[src/rtl/ace_ccu_conflict_tracker_pkg.sv]
// Shared types and width helpers for the CCU snoop conflict tracker.
// Widths depending on module parameters are derived with ct_width().
package ace_ccu_conflict_tracker_pkg;

    localparam int unsigned CtDefaultAddrWidth = 8;

    typedef logic [CtDefaultAddrWidth-1:0] cm_idx_t;

    // Bits needed to encode n distinct values, never less than one.
    function automatic int unsigned ct_width(input int unsigned n);
        return (n <= 1) ? 1 : $clog2(n);
    endfunction

endpackage

[src/rtl/ace_ccu_conflict_tracker_entry.sv]
// One tracking-table slot: holds valid/addr/owner/count, reports address matches.
// Latency: matches are combinational from registered state; updates land at the next edge.
// Backpressure: none here; the top decides stalls and feeds inc/dec/alloc.
module ace_ccu_conflict_tracker_entry
    import ace_ccu_conflict_tracker_pkg::*;
#(
    parameter int unsigned NumSnoopPorts = 2,
    parameter int unsigned NumRespPorts  = 4,
    parameter int unsigned CmAddrWidth   = CtDefaultAddrWidth,
    parameter int unsigned OwnerWidth    = ct_width(NumSnoopPorts),
    parameter int unsigned CntWidth      = ct_width(9),
    parameter int unsigned DecWidth      = ct_width(NumRespPorts + 1)
) (
    input  logic                                  clk_i,
    input  logic                                  rst_i,
    input  logic [NumSnoopPorts*CmAddrWidth-1:0]  snp_addr_i,
    input  logic [NumRespPorts-1:0]               rel_valid_i,
    input  logic [NumRespPorts*CmAddrWidth-1:0]   rel_addr_i,
    input  logic                                  inc_i,
    input  logic [DecWidth-1:0]                   dec_cnt_i,
    input  logic                                  alloc_i,
    input  logic [CmAddrWidth-1:0]                alloc_addr_i,
    input  logic [OwnerWidth-1:0]                 alloc_owner_i,
    output logic [NumSnoopPorts-1:0]              snp_match_o,
    output logic [NumRespPorts-1:0]               rel_match_o,
    output logic                                  valid_o,
    output logic [OwnerWidth-1:0]                 owner_o,
    output logic [CntWidth-1:0]                   count_o,
    output logic                                  underflow_o
);

    typedef struct packed {
        logic                   valid;
        logic [CmAddrWidth-1:0] addr;
        logic [OwnerWidth-1:0]  owner;
        logic [CntWidth-1:0]    count;
    } ct_entry_t;

    localparam int unsigned SumWidth = ((CntWidth > DecWidth) ? CntWidth : DecWidth) + 1;

    ct_entry_t             ent_q, ent_d;
    logic [SumWidth-1:0]   total;
    logic [SumWidth-1:0]   dec_ext;

    always_comb begin
        snp_match_o = '0;
        rel_match_o = '0;
        for (int k = 0; k < NumSnoopPorts; k++) begin
            snp_match_o[k] = ent_q.valid && (ent_q.addr == snp_addr_i[k*CmAddrWidth +: CmAddrWidth]);
        end
        for (int j = 0; j < NumRespPorts; j++) begin
            rel_match_o[j] = rel_valid_i[j] && ent_q.valid &&
                             (ent_q.addr == rel_addr_i[j*CmAddrWidth +: CmAddrWidth]);
        end
    end

    // Increment and decrement net out; over-release frees the slot and flags underflow.
    always_comb begin
        ent_d       = ent_q;
        underflow_o = 1'b0;
        total       = SumWidth'(ent_q.count) + SumWidth'(inc_i);
        dec_ext     = SumWidth'(dec_cnt_i);
        if (alloc_i) begin
            ent_d.valid = 1'b1;
            ent_d.addr  = alloc_addr_i;
            ent_d.owner = alloc_owner_i;
            ent_d.count = CntWidth'(1);
        end else if (ent_q.valid) begin
            if (dec_ext > total) begin
                underflow_o = 1'b1;
                ent_d.valid = 1'b0;
                ent_d.count = '0;
            end else if (dec_ext == total) begin
                ent_d.valid = 1'b0;
                ent_d.count = '0;
            end else begin
                ent_d.count = CntWidth'(total - dec_ext);
            end
        end
    end

    always_ff @(posedge clk_i) begin
        if (rst_i) begin
            ent_q <= '0;
        end else begin
            ent_q <= ent_d;
        end
    end

    assign valid_o = ent_q.valid;
    assign owner_o = ent_q.owner;
    assign count_o = ent_q.count;

endmodule

[src/rtl/ace_ccu_conflict_tracker.sv]
// Tracks in-flight snoops per line index across several snoop ports; optional stats via ACE_CCU_CONFLICT_TRACKER_STATS_EN.
// Latency: stall is zero-cycle (registered table + same-cycle snoops); table updates at the next edge.
// Backpressure: snp_stall_o holds a snoop on owner conflict, per-entry saturation or a full table.
module ace_ccu_conflict_tracker
    import ace_ccu_conflict_tracker_pkg::*;
#(
    parameter int unsigned NumSnoopPorts = 2,
    parameter int unsigned NumRespPorts  = 4,
    parameter int unsigned NumEntries    = 8,
    parameter int unsigned CmAddrWidth   = CtDefaultAddrWidth,
    parameter int unsigned MaxCount      = 8
) (
    input  logic                                  clk_i,
    input  logic                                  rst_i,
    input  logic [NumSnoopPorts-1:0]              snp_valid_i,
    input  logic [NumSnoopPorts*CmAddrWidth-1:0]  snp_addr_i,
    output logic [NumSnoopPorts-1:0]              snp_stall_o,
    input  logic [NumRespPorts-1:0]               rel_valid_i,
    input  logic [NumRespPorts*CmAddrWidth-1:0]   rel_addr_i,
    output logic [$clog2(NumEntries+1)-1:0]       occupancy_o,
    output logic                                  full_o,
    output logic                                  err_o
`ifdef ACE_CCU_CONFLICT_TRACKER_STATS_EN
    ,
    output logic [31:0]                           stall_cycles_o,
    output logic [$clog2(NumEntries+1)-1:0]       peak_occ_o
`endif
);

    localparam int unsigned OwnerWidth = ct_width(NumSnoopPorts);
    localparam int unsigned CntWidth   = ct_width(MaxCount + 1);
    localparam int unsigned DecWidth   = ct_width(NumRespPorts + 1);
    localparam int unsigned OccWidth   = $clog2(NumEntries + 1);

    logic [NumSnoopPorts-1:0] snp_match   [NumEntries];
    logic [NumRespPorts-1:0]  rel_match   [NumEntries];
    logic [OwnerWidth-1:0]    ent_owner   [NumEntries];
    logic [CntWidth-1:0]      ent_count   [NumEntries];
    logic [DecWidth-1:0]      dec_cnt     [NumEntries];
    logic [CmAddrWidth-1:0]   alloc_addr  [NumEntries];
    logic [OwnerWidth-1:0]    alloc_owner [NumEntries];
    logic [NumEntries-1:0]    ent_valid, underflow, inc, alloc, free, pick;
    logic [NumSnoopPorts-1:0] accepted;
    logic [NumRespPorts-1:0]  rel_hit;
    logic                     hit, conflict;
    logic                     err_q, err_d;
    logic [OccWidth-1:0]      occ_cnt;

    for (genvar e = 0; e < NumEntries; e++) begin : g_entry
        ace_ccu_conflict_tracker_entry #(
            .NumSnoopPorts (NumSnoopPorts),
            .NumRespPorts  (NumRespPorts),
            .CmAddrWidth   (CmAddrWidth),
            .OwnerWidth    (OwnerWidth),
            .CntWidth      (CntWidth),
            .DecWidth      (DecWidth)
        ) u_entry (
            .clk_i         (clk_i),
            .rst_i         (rst_i),
            .snp_addr_i    (snp_addr_i),
            .rel_valid_i   (rel_valid_i),
            .rel_addr_i    (rel_addr_i),
            .inc_i         (inc[e]),
            .dec_cnt_i     (dec_cnt[e]),
            .alloc_i       (alloc[e]),
            .alloc_addr_i  (alloc_addr[e]),
            .alloc_owner_i (alloc_owner[e]),
            .snp_match_o   (snp_match[e]),
            .rel_match_o   (rel_match[e]),
            .valid_o       (ent_valid[e]),
            .owner_o       (ent_owner[e]),
            .count_o       (ent_count[e]),
            .underflow_o   (underflow[e])
        );
    end

    // Ports resolved in index order; lower ports consume free slots first.
    always_comb begin
        snp_stall_o = '0;
        inc         = '0;
        alloc       = '0;
        accepted    = '0;
        free        = ~ent_valid;
        pick        = '0;
        hit         = 1'b0;
        conflict    = 1'b0;
        for (int e = 0; e < NumEntries; e++) begin
            alloc_addr[e]  = '0;
            alloc_owner[e] = '0;
        end
        for (int k = 0; k < NumSnoopPorts; k++) begin
            hit      = 1'b0;
            conflict = 1'b0;
            for (int e = 0; e < NumEntries; e++) begin
                if (snp_valid_i[k] && snp_match[e][k]) begin
                    hit = 1'b1;
                    if (ent_owner[e] != OwnerWidth'(k) || ent_count[e] >= CntWidth'(MaxCount)) begin
                        snp_stall_o[k] = 1'b1;
                    end else begin
                        inc[e] = 1'b1;
                    end
                end
            end
            for (int j = 0; j < k; j++) begin
                if (accepted[j] && snp_addr_i[j*CmAddrWidth +: CmAddrWidth] ==
                                   snp_addr_i[k*CmAddrWidth +: CmAddrWidth]) begin
                    conflict = 1'b1;
                end
            end
            pick = free & (~free + NumEntries'(1));
            if (snp_valid_i[k] && !hit) begin
                if (pick == '0 || conflict) begin
                    snp_stall_o[k] = 1'b1;
                end else begin
                    alloc = alloc | pick;
                    free  = free & ~pick;
                    for (int e = 0; e < NumEntries; e++) begin
                        if (pick[e]) begin
                            alloc_addr[e]  = snp_addr_i[k*CmAddrWidth +: CmAddrWidth];
                            alloc_owner[e] = OwnerWidth'(k);
                        end
                    end
                end
            end
            accepted[k] = snp_valid_i[k] & ~snp_stall_o[k];
        end
    end

    always_comb begin
        rel_hit = '0;
        occ_cnt = '0;
        for (int e = 0; e < NumEntries; e++) begin
            dec_cnt[e] = '0;
            for (int j = 0; j < NumRespPorts; j++) begin
                dec_cnt[e] = dec_cnt[e] + DecWidth'(rel_match[e][j]);
            end
            rel_hit = rel_hit | rel_match[e];
            occ_cnt = occ_cnt + OccWidth'(ent_valid[e]);
        end
        err_d = err_q | (|underflow) | (|(rel_valid_i & ~rel_hit));
    end

    always_ff @(posedge clk_i) begin
        if (rst_i) begin
            err_q <= 1'b0;
        end else begin
            err_q <= err_d;
        end
    end

    assign occupancy_o = occ_cnt;
    assign full_o      = (occ_cnt == OccWidth'(NumEntries));
    assign err_o       = err_q;

`ifdef ACE_CCU_CONFLICT_TRACKER_STATS_EN
    logic [31:0]         stall_cycles_q, stall_cycles_d;
    logic [OccWidth-1:0] peak_occ_q, peak_occ_d;

    always_comb begin
        stall_cycles_d = stall_cycles_q;
        if ((|snp_stall_o) && (stall_cycles_q != '1)) begin
            stall_cycles_d = stall_cycles_q + 32'd1;
        end
        peak_occ_d = (occ_cnt > peak_occ_q) ? occ_cnt : peak_occ_q;
    end

    always_ff @(posedge clk_i) begin
        if (rst_i) begin
            stall_cycles_q <= '0;
            peak_occ_q     <= '0;
        end else begin
            stall_cycles_q <= stall_cycles_d;
            peak_occ_q     <= peak_occ_d;
        end
    end

    assign stall_cycles_o = stall_cycles_q;
    assign peak_occ_o     = peak_occ_q;
`endif

endmodule

[config.mk]
export PLATFORM = sky130hd
export DESIGN_NAME = ace_ccu_conflict_tracker
export DESIGN_NICKNAME = d
export VERILOG_FILES = /design/src/rtl/ace_ccu_conflict_tracker_pkg.sv /design/src/rtl/ace_ccu_conflict_tracker_entry.sv /design/src/rtl/ace_ccu_conflict_tracker.sv
export SDC_FILE = /design/constraint.sdc
export NUM_CORES = 1
export LEC_CHECK = 0
export BUFFER_PORTS_ARGS = -buffer_cell sky130_fd_sc_hd__buf_4
export CAP_MARGIN = 20
export CORE_MARGIN = 3
export CORE_UTILIZATION = 62
export CTS_BUF_LIST = sky130_fd_sc_hd__clkbuf_16
export DETAILED_ROUTE_END_ITERATION = 7
export PLACE_DENSITY = 0.86
export RECOVER_POWER = 100
export SETUP_SLACK_MARGIN = 0.15
export SYNTH_ARGS = -nofsm -noshare
export SYNTH_HDL_FRONTEND = slang
export SYNTH_SLANG_ARGS = --single-unit
[constraint.sdc]
create_clock -name clk_i -period 10.22 [get_ports clk_i]
set_clock_uncertainty 0.1 [all_clocks]
set_input_delay 1.022 -clock clk_i [delete_from_list [all_inputs] [get_ports clk_i]]
set_output_delay 1.022 -clock clk_i [all_outputs]
set_load 0.02 [all_outputs]
======== Yosys cells after proc, flatten, opt, wreduce, memory -nomap -nowiden ========
Index checks and enable logic that the tools add are counted.
storage, ports and cells
  bits in registers ....................... 113
  bits of input ports ..................... 56
  output and inout port bits .............. 8
  word-level logic and storage cells ...... 540
operators by class
  $add $sub $neg .......................... 49
  magnitude comparators ................... 16
  eq/ne operators ......................... 58
  multiplexer cells ....................... 209
  bitwise operators ....................... 29
  reduce and logical (&&, ||, !) cells .... 138
operators by type and width
  operator               count
  $eq A8 B8 Y1           49
  $mux W64               4
  $mux W8                24
  $mux W1                165
  $logic_and A1 B1 Y1    99
  $mux W4                16
  $add A4 B1 Y5          8
  $eq A3 B5 Y1           8
  $gt A3 B5 Y1           8
  $ge A4 B4 Y1 const B   8
  $not A8 Y8             4
  $sub A4 B3 Y4          8
  $or A4 B4 Y4           7
  $add A2 B1 Y3          9
  $add A3 B1 Y3          8
  $and A8 B8 Y8          3
  $add A1 B1 Y2          9
  $logic_or A1 B1 Y1     17
  $add A4 B1 Y4          4
  $add A8 B1 Y8 const B  2
  $logic_not A8 Y1       2
  $reduce_bool A2 Y1     8
  $reduce_or A2 Y1       8
  $not A1 Y1             9
  other kinds (10)       12

======== Depth between registers and ports, before layout ========
  word-level depth ........................ 31
  depth in mapped cells ................... 20
  gate-level depth less buffers ........... 18

======== Modules after synthesis ========
From an unflattened synthesis, not the netlist that was laid out.
second synthesis, totals
  cells, all modules ...................... 1800
  area, all modules ....................... 14381.3 sq um
modules (own cells, without submodules)
  module                          times used  cells each  area each (sq um)  sequential area each (sq um)
  ace_ccu_conflict_tracker_entry  8           171         1440.1             280.3
  ace_ccu_conflict_tracker        1           432         2860.2             20.0

======== Worst setup path after synthesis ========
No wires, ideal clock.
  path type ............................... in2reg
  start point ............................. in rel_addr_i[31]
  end point ............................... reg err_q, in the netlist err_o
  library setup time ...................... 0.131 ns
  data arrival time ....................... 4.502 ns
  required time ........................... 9.989 ns
  slack ................................... 5.487 ns
  stages on the path ...................... 19
  path buffers ............................ 1
  path through ............................ clkbuf_1 -> xor2_1 -> nor4_1 -> nand4_1 -> nor4_1 -> fa_1 -> ha_1 -> ha_1 -> inv_1 -> ha_1 -> nor2b_1 -> o21ai_0 -> inv_1 -> o21ai_0 -> nor2_1 -> a31oi_1 -> nand4_1 -> nor4_1 -> o22ai_1
between the ends
  cells in the longest elaborated chain, start to end .. 13
  elaborated cells between the ends (all ways) .. 69
  classes of those cells .................. add/sub: 8; order compare: 8; eq/ne: 8; mux: 24; bitwise: 11; reduce/logical: 10
ends and longest elaborated chain
  element                                                                line                             RTL
  from (decl)                                                            ace_ccu_conflict_tracker.sv:19   input logic [NumRespPorts*CmAddrWidth-1:0] rel_addr_i,
  parallel branches: the longest is 12 deep, another holds $gt A3 B5 Y1  -
  $or A1 B1 Y1 (*)                                                       ace_ccu_conflict_tracker.sv:140  err_d = err_q | (|underflow) | (|(rel_valid_i & ~rel_hit));
  to (signal assigned)                                                   ace_ccu_conflict_tracker.sv:147  err_q <= err_d;
  to (decl)                                                              ace_ccu_conflict_tracker.sv:46   logic err_q, err_d;
Every way passes the cells marked *.
A chain may end at the register's enable or synchronous reset.

======== Worst setup path after layout ========
  start point ............................. reg g_entry[0].u_entry.ent_q (netlist bit g_entry[0].u_entry.valid_o)
  end point ............................... out snp_stall_o[1]
between the ends
  cells in the longest elaborated chain, start to end .. 26
  elaborated cells between the ends (all ways) .. 76
  classes of those cells .................. add/sub: 2; mux: 53; bitwise: 9; reduce/logical: 12
ends and longest elaborated chain
  element                 line                                  RTL
  from (decl)             ace_ccu_conflict_tracker_entry.sv:41  ct_entry_t ent_q, ent_d;
  from (signal assigned)  ace_ccu_conflict_tracker_entry.sv:86  ent_q <= ent_d;
  $logic_and A1 B1 Y1     ace_ccu_conflict_tracker_entry.sv:49  snp_match_o[k] = ent_q.valid && (ent_q.addr == snp_addr_i[k*CmAddrWidth +: CmAddrWidth]);
  $logic_and A1 B1 Y1     ace_ccu_conflict_tracker.sv:95        if (snp_valid_i[k] && snp_match[e][k]) begin
  $mux W1                 ace_ccu_conflict_tracker.sv:95
  $mux W1                 ace_ccu_conflict_tracker.sv:97        if (ent_owner[e] != OwnerWidth'(k) || ent_count[e] >= CntWidth'(MaxCount)) begin
  $mux W1                 ace_ccu_conflict_tracker.sv:95
  $mux W1                 ace_ccu_conflict_tracker.sv:97
  $mux W1                 ace_ccu_conflict_tracker.sv:95
  $mux W1                 ace_ccu_conflict_tracker.sv:97
  (+10 left out)          -
  $mux W1                 ace_ccu_conflict_tracker.sv:111       if (snp_valid_i[k] && !hit) begin
  $not A1 Y1              ace_ccu_conflict_tracker.sv:125       accepted[k] = snp_valid_i[k] & ~snp_stall_o[k];
  $and A1 B1 Y1           ace_ccu_conflict_tracker.sv:125
  $logic_and A1 B1 Y1     ace_ccu_conflict_tracker.sv:105       if (accepted[j] && snp_addr_i[j*CmAddrWidth +: CmAddrWidth] ==
  $mux W1                 ace_ccu_conflict_tracker.sv:105
  $logic_or A1 B1 Y1      ace_ccu_conflict_tracker.sv:112       if (pick == '0 || conflict) begin
  $mux W1                 ace_ccu_conflict_tracker.sv:112
  $mux W1 (*)             ace_ccu_conflict_tracker.sv:111
  to (decl)               ace_ccu_conflict_tracker.sv:17        output logic [NumSnoopPorts-1:0] snp_stall_o,
Every way passes the cells marked *; elsewhere a longest branch is shown, timed or not.

==> out/results.txt <==
status: complete, but fails checks
failing checks: design-rule violations
vias in the first global route: 12,700
Syn Std Cell Area: 13,500 µm²
buffers added on ports: 63
crit path time final: 6.05 ns
met2 GRT Util: 58.9%
clk sinks: 113
mux cell area share after synthesis: 2.31%
Critical Path AT: 4.93 ns
Layout Area Growth over Synthesis: 2.87%
TNS Setup: 0 ns
largest family of logic cells by synthesized area: XOR/XNOR gates
Buf/Inv on CP: 2
post-cts sizing count: 0
GR peak layer: met2
antenna violations before repair: 0
Tcrit/Tclk final: 59.2%
Pwr per Cell Area: 103 nW/µm²
hpwl dp: 35,100 µm
H-Tree Depth: 4
post-synthesis sequential area ratio: 16.8%
CTS Buf Count: 17
Worst-path clk slew: 0.06 ns
Pre-antenna DRT Iters: 8
Synth cell types: 78
# placed instances: 1,852
DRC errors left: 18
fin area: 13,900 µm²
Synth Net Count: 1,854
final setup fails: 0
Critical-path top delay cell: a21oi_1
post-CTS setup buffers: 0
FFs w/ async S/R, synth: 0%
DRT Wirelength: 49,900 µm
CTS Hold Bufs: 0
DR vias/cell: 7.02
Least-Margin Pin Slew: 1.29 ns
max incr delay on CP: 1.12 ns
Slew Limit Fails: 0
Starting Density: 63.5%
Detail Route Antenna Nets: 0
Worst Hold Class: reg2reg
Fin. Hold Viols: 0
crit start category: flip-flop
Final Hold Slack: 0.410 ns
first-pass GRT wire length: 74,700 µm
fin nets: 1,759
Synth Area in XOR/XNOR: 26.5%
Leakage: 4.98 nW
cell count after synthesis: 1,691
Rows: 53
Synth Flop Type: dfxtp_1
worst path required time: 9.10 ns
worst vdd ir: 0.107 mV
EDFF count, synth: 0
largest net degree at the start of global routing: 80
YS warnings: 0
GR Util met1: 50.6%
post-route insts no fill: 1,884
TritonCTS clock tree: done
die width: 153 µm
Rel. slew slack: 13.8%
Post-Synth Adder-Cell Area: 11.0%
clock buffer depth: 2
Worst Path Max Fanout: 24
Synth Area in Simple Gates: 18.9%
met3 Usage GRT: 15.1%
DR vias: 13,200
Die Ht: 153 µm
syn_area_per_cell: 7.97 µm²
RSZ-0062 raised after global routing: no
GRT Overall Usage: 40.7%
share of layout cells above drive strength 1: 6.96%
crit-path cells: inv_1 -> nor3_1 -> nand3_1 -> and2_0 -> and4_1 -> a21oi_1 -> nor4_1 -> nor2_1 -> o2111ai_1 -> clkbuf_1
Die Area: 23,600 µm²
CORE AREA: 21,200 µm²
Post-DP Area: 13,300 µm²
WL per Instance: 26.5 µm
CP delay by family, top: simple AND/OR/NAND/NOR gates
num ports: 64
Root Buffer: clkbuf_16
max-cap viol count: 0
clock latency at the later pin of the worst-skew pair: 0.44 ns
Iteration-0 DRC Markers: 2,027
GP Congestion: 1.05
fmax: 165 MHz
# diodes: 0
endpoint class of the critical path: output port
flops & latches, synth: 113
critical setup path kind: reg2out
total global routing overflow: 0
complex-gate fraction of the synthesized area: 13.8%
## power by group
group / internal, mW / leakage, nW / switching (mW) / total (mW)
clock: 0.392 / 0.308 / 0.255 / 0.647
combinational: 0.115 / 3.76 / 0.171 / 0.286
sequential: 0.452 / 0.915 / 0.0404 / 0.492
## stage by stage
step / power, mW / util (%) / setup slack [ns]
after global placement: 0.767 / 62.8 / 4.97
after detailed placement: 0.773 / 62.8 / 4.95
after floorplan: 0.703 / - / 5.49
final: 1.42 / 65.4 / 4.17
after global routing: 1.45 / 65.4 / 3.99
after CTS: 1.41 / 65.8 / 4.70
## flip-flops by register name, summed over array words and instances (netlist names)
register                 count
g_entry.u_entry.count_o     32
g_entry.u_entry.valid_o      8
err_o                        1
g_entry.u_entry.ent_q       64
g_entry.u_entry.owner_o      8
## final timing paths
| path | from | to | slack, ns | cells after the start |
|---|---|---|---|---|
| hold reg to reg | g_entry[7].u_entry.owner_o | g_entry[7].u_entry.owner_o | 0.41 | 2 |
| setup reg to reg | g_entry[0].u_entry.valid_o | g_entry[7].u_entry.ent_q[11] | 4.35 | 9 |
| setup / recovery | g_entry[0].u_entry.valid_o | snp_stall_o[1] | 4.17 | 10 |
| hold / removal | g_entry[7].u_entry.owner_o | g_entry[7].u_entry.owner_o | 0.41 | 2 |
## per-layer routing
metal	share of wire, %	wire length (µm)
met3	16	7830
met1	35	17500
met2	41	20500
met5	0	0
met4	8.1	4020
## synthesized netlist by cell type, types with 5 or more instances
master / instances / share of area, %
a311oi_2: 5 / 0.56
a22oi_1: 38 / 2.1
fa_1: 20 / 3.0
dfxtp_1: 113 / 17
buf_1: 6 / 0.17
a21o_1: 8 / 0.45
and3_1: 14 / 0.65
nand4_1: 51 / 2.4
xnor2_1: 291 / 19
nand2_1: 68 / 1.9
clkbuf_1: 63 / 1.8
nor2b_1: 24 / 1.1
a32oi_1: 14 / 0.91
nor2_1: 63 / 1.8
inv_1: 119 / 3.3
a311oi_1: 8 / 0.52
mux2_2: 7 / 0.58
nor3_1: 64 / 2.4
o21bai_1: 7 / 0.39
buf_4: 35 / 1.9
mux2i_1: 21 / 1.6
ha_1: 87 / 8.1
o221ai_1: 17 / 1.1
buf_6: 15 / 1.3
a2bb2oi_1: 7 / 0.45
buf_2: 59 / 2.2
o21a_1: 7 / 0.39
a31oi_1: 13 / 0.60
nand2b_1: 20 / 0.93
a21oi_1: 59 / 2.2
xor2_1: 117 / 7.6
nor4_1: 44 / 2.0
nand3_1: 85 / 3.2
o21ai_0: 40 / 1.5
## layout by cell type (no fill, tap or decap), types with 5 or more instances in the layout
cell,instances
ha_1,87
and3_1,14
a311oi_1,10
fa_1,20
clkbuf_16,17
nor2b_1,24
a31oi_1,13
a22oi_1,38
nor2_1,63
mux2i_1,22
a21o_1,8
o221ai_1,17
xnor2_1,291
dfxtp_1,113
nand2b_1,20
o21bai_1,7
nor4_1,43
mux2_2,7
o21ai_0,41
clkbuf_1,10
nor3_1,64
a32oi_1,14
nand2_1,68
buf_4,54
a21oi_1,60
inv_1,119
xor2_1,117
nand3_1,85
nand4_1,51
clkinv_4,5
o21a_1,7
a2bb2oi_1,7
## cell families after synthesis
| group | count (synthesis) |
|---|---|
| AO/OA/AOI/OAI | 261 |
| multiplexers | 29 |
| flip-flops | 113 |
| AND/OR/NAND/NOR | 474 |
| adder cells (fa/ha/maj) | 107 |
| XOR/XNOR | 408 |
| buffers and inverters | 299 |
## area by class of cell
cell class / instances / area [µm²]
fillers: 1776 / 7350
multi-input cells: 1279 / 9740
repair buffers: 64 / 443
clock inverters: 15 / 199
well taps: 275 / 344
inverters: 121 / 454
flip-flops and latches: 113 / 2260
clock buffers: 17 / 425
## worst register-to-register path: cells and delay by family (launching register included)
| kind | cells | cell delay (ns) |
|---|---|---|
| DFF | 1 | 0.87 |
| muxes | 1 | 0.65 |
| and+or+nand+nor | 6 | 3.01 |
| AOI/OAI and AO/OA | 1 | 0.50 |
| buffers and inverters | 1 | 0.61 |
Note: power is estimated with default switching activity, not from simulation.
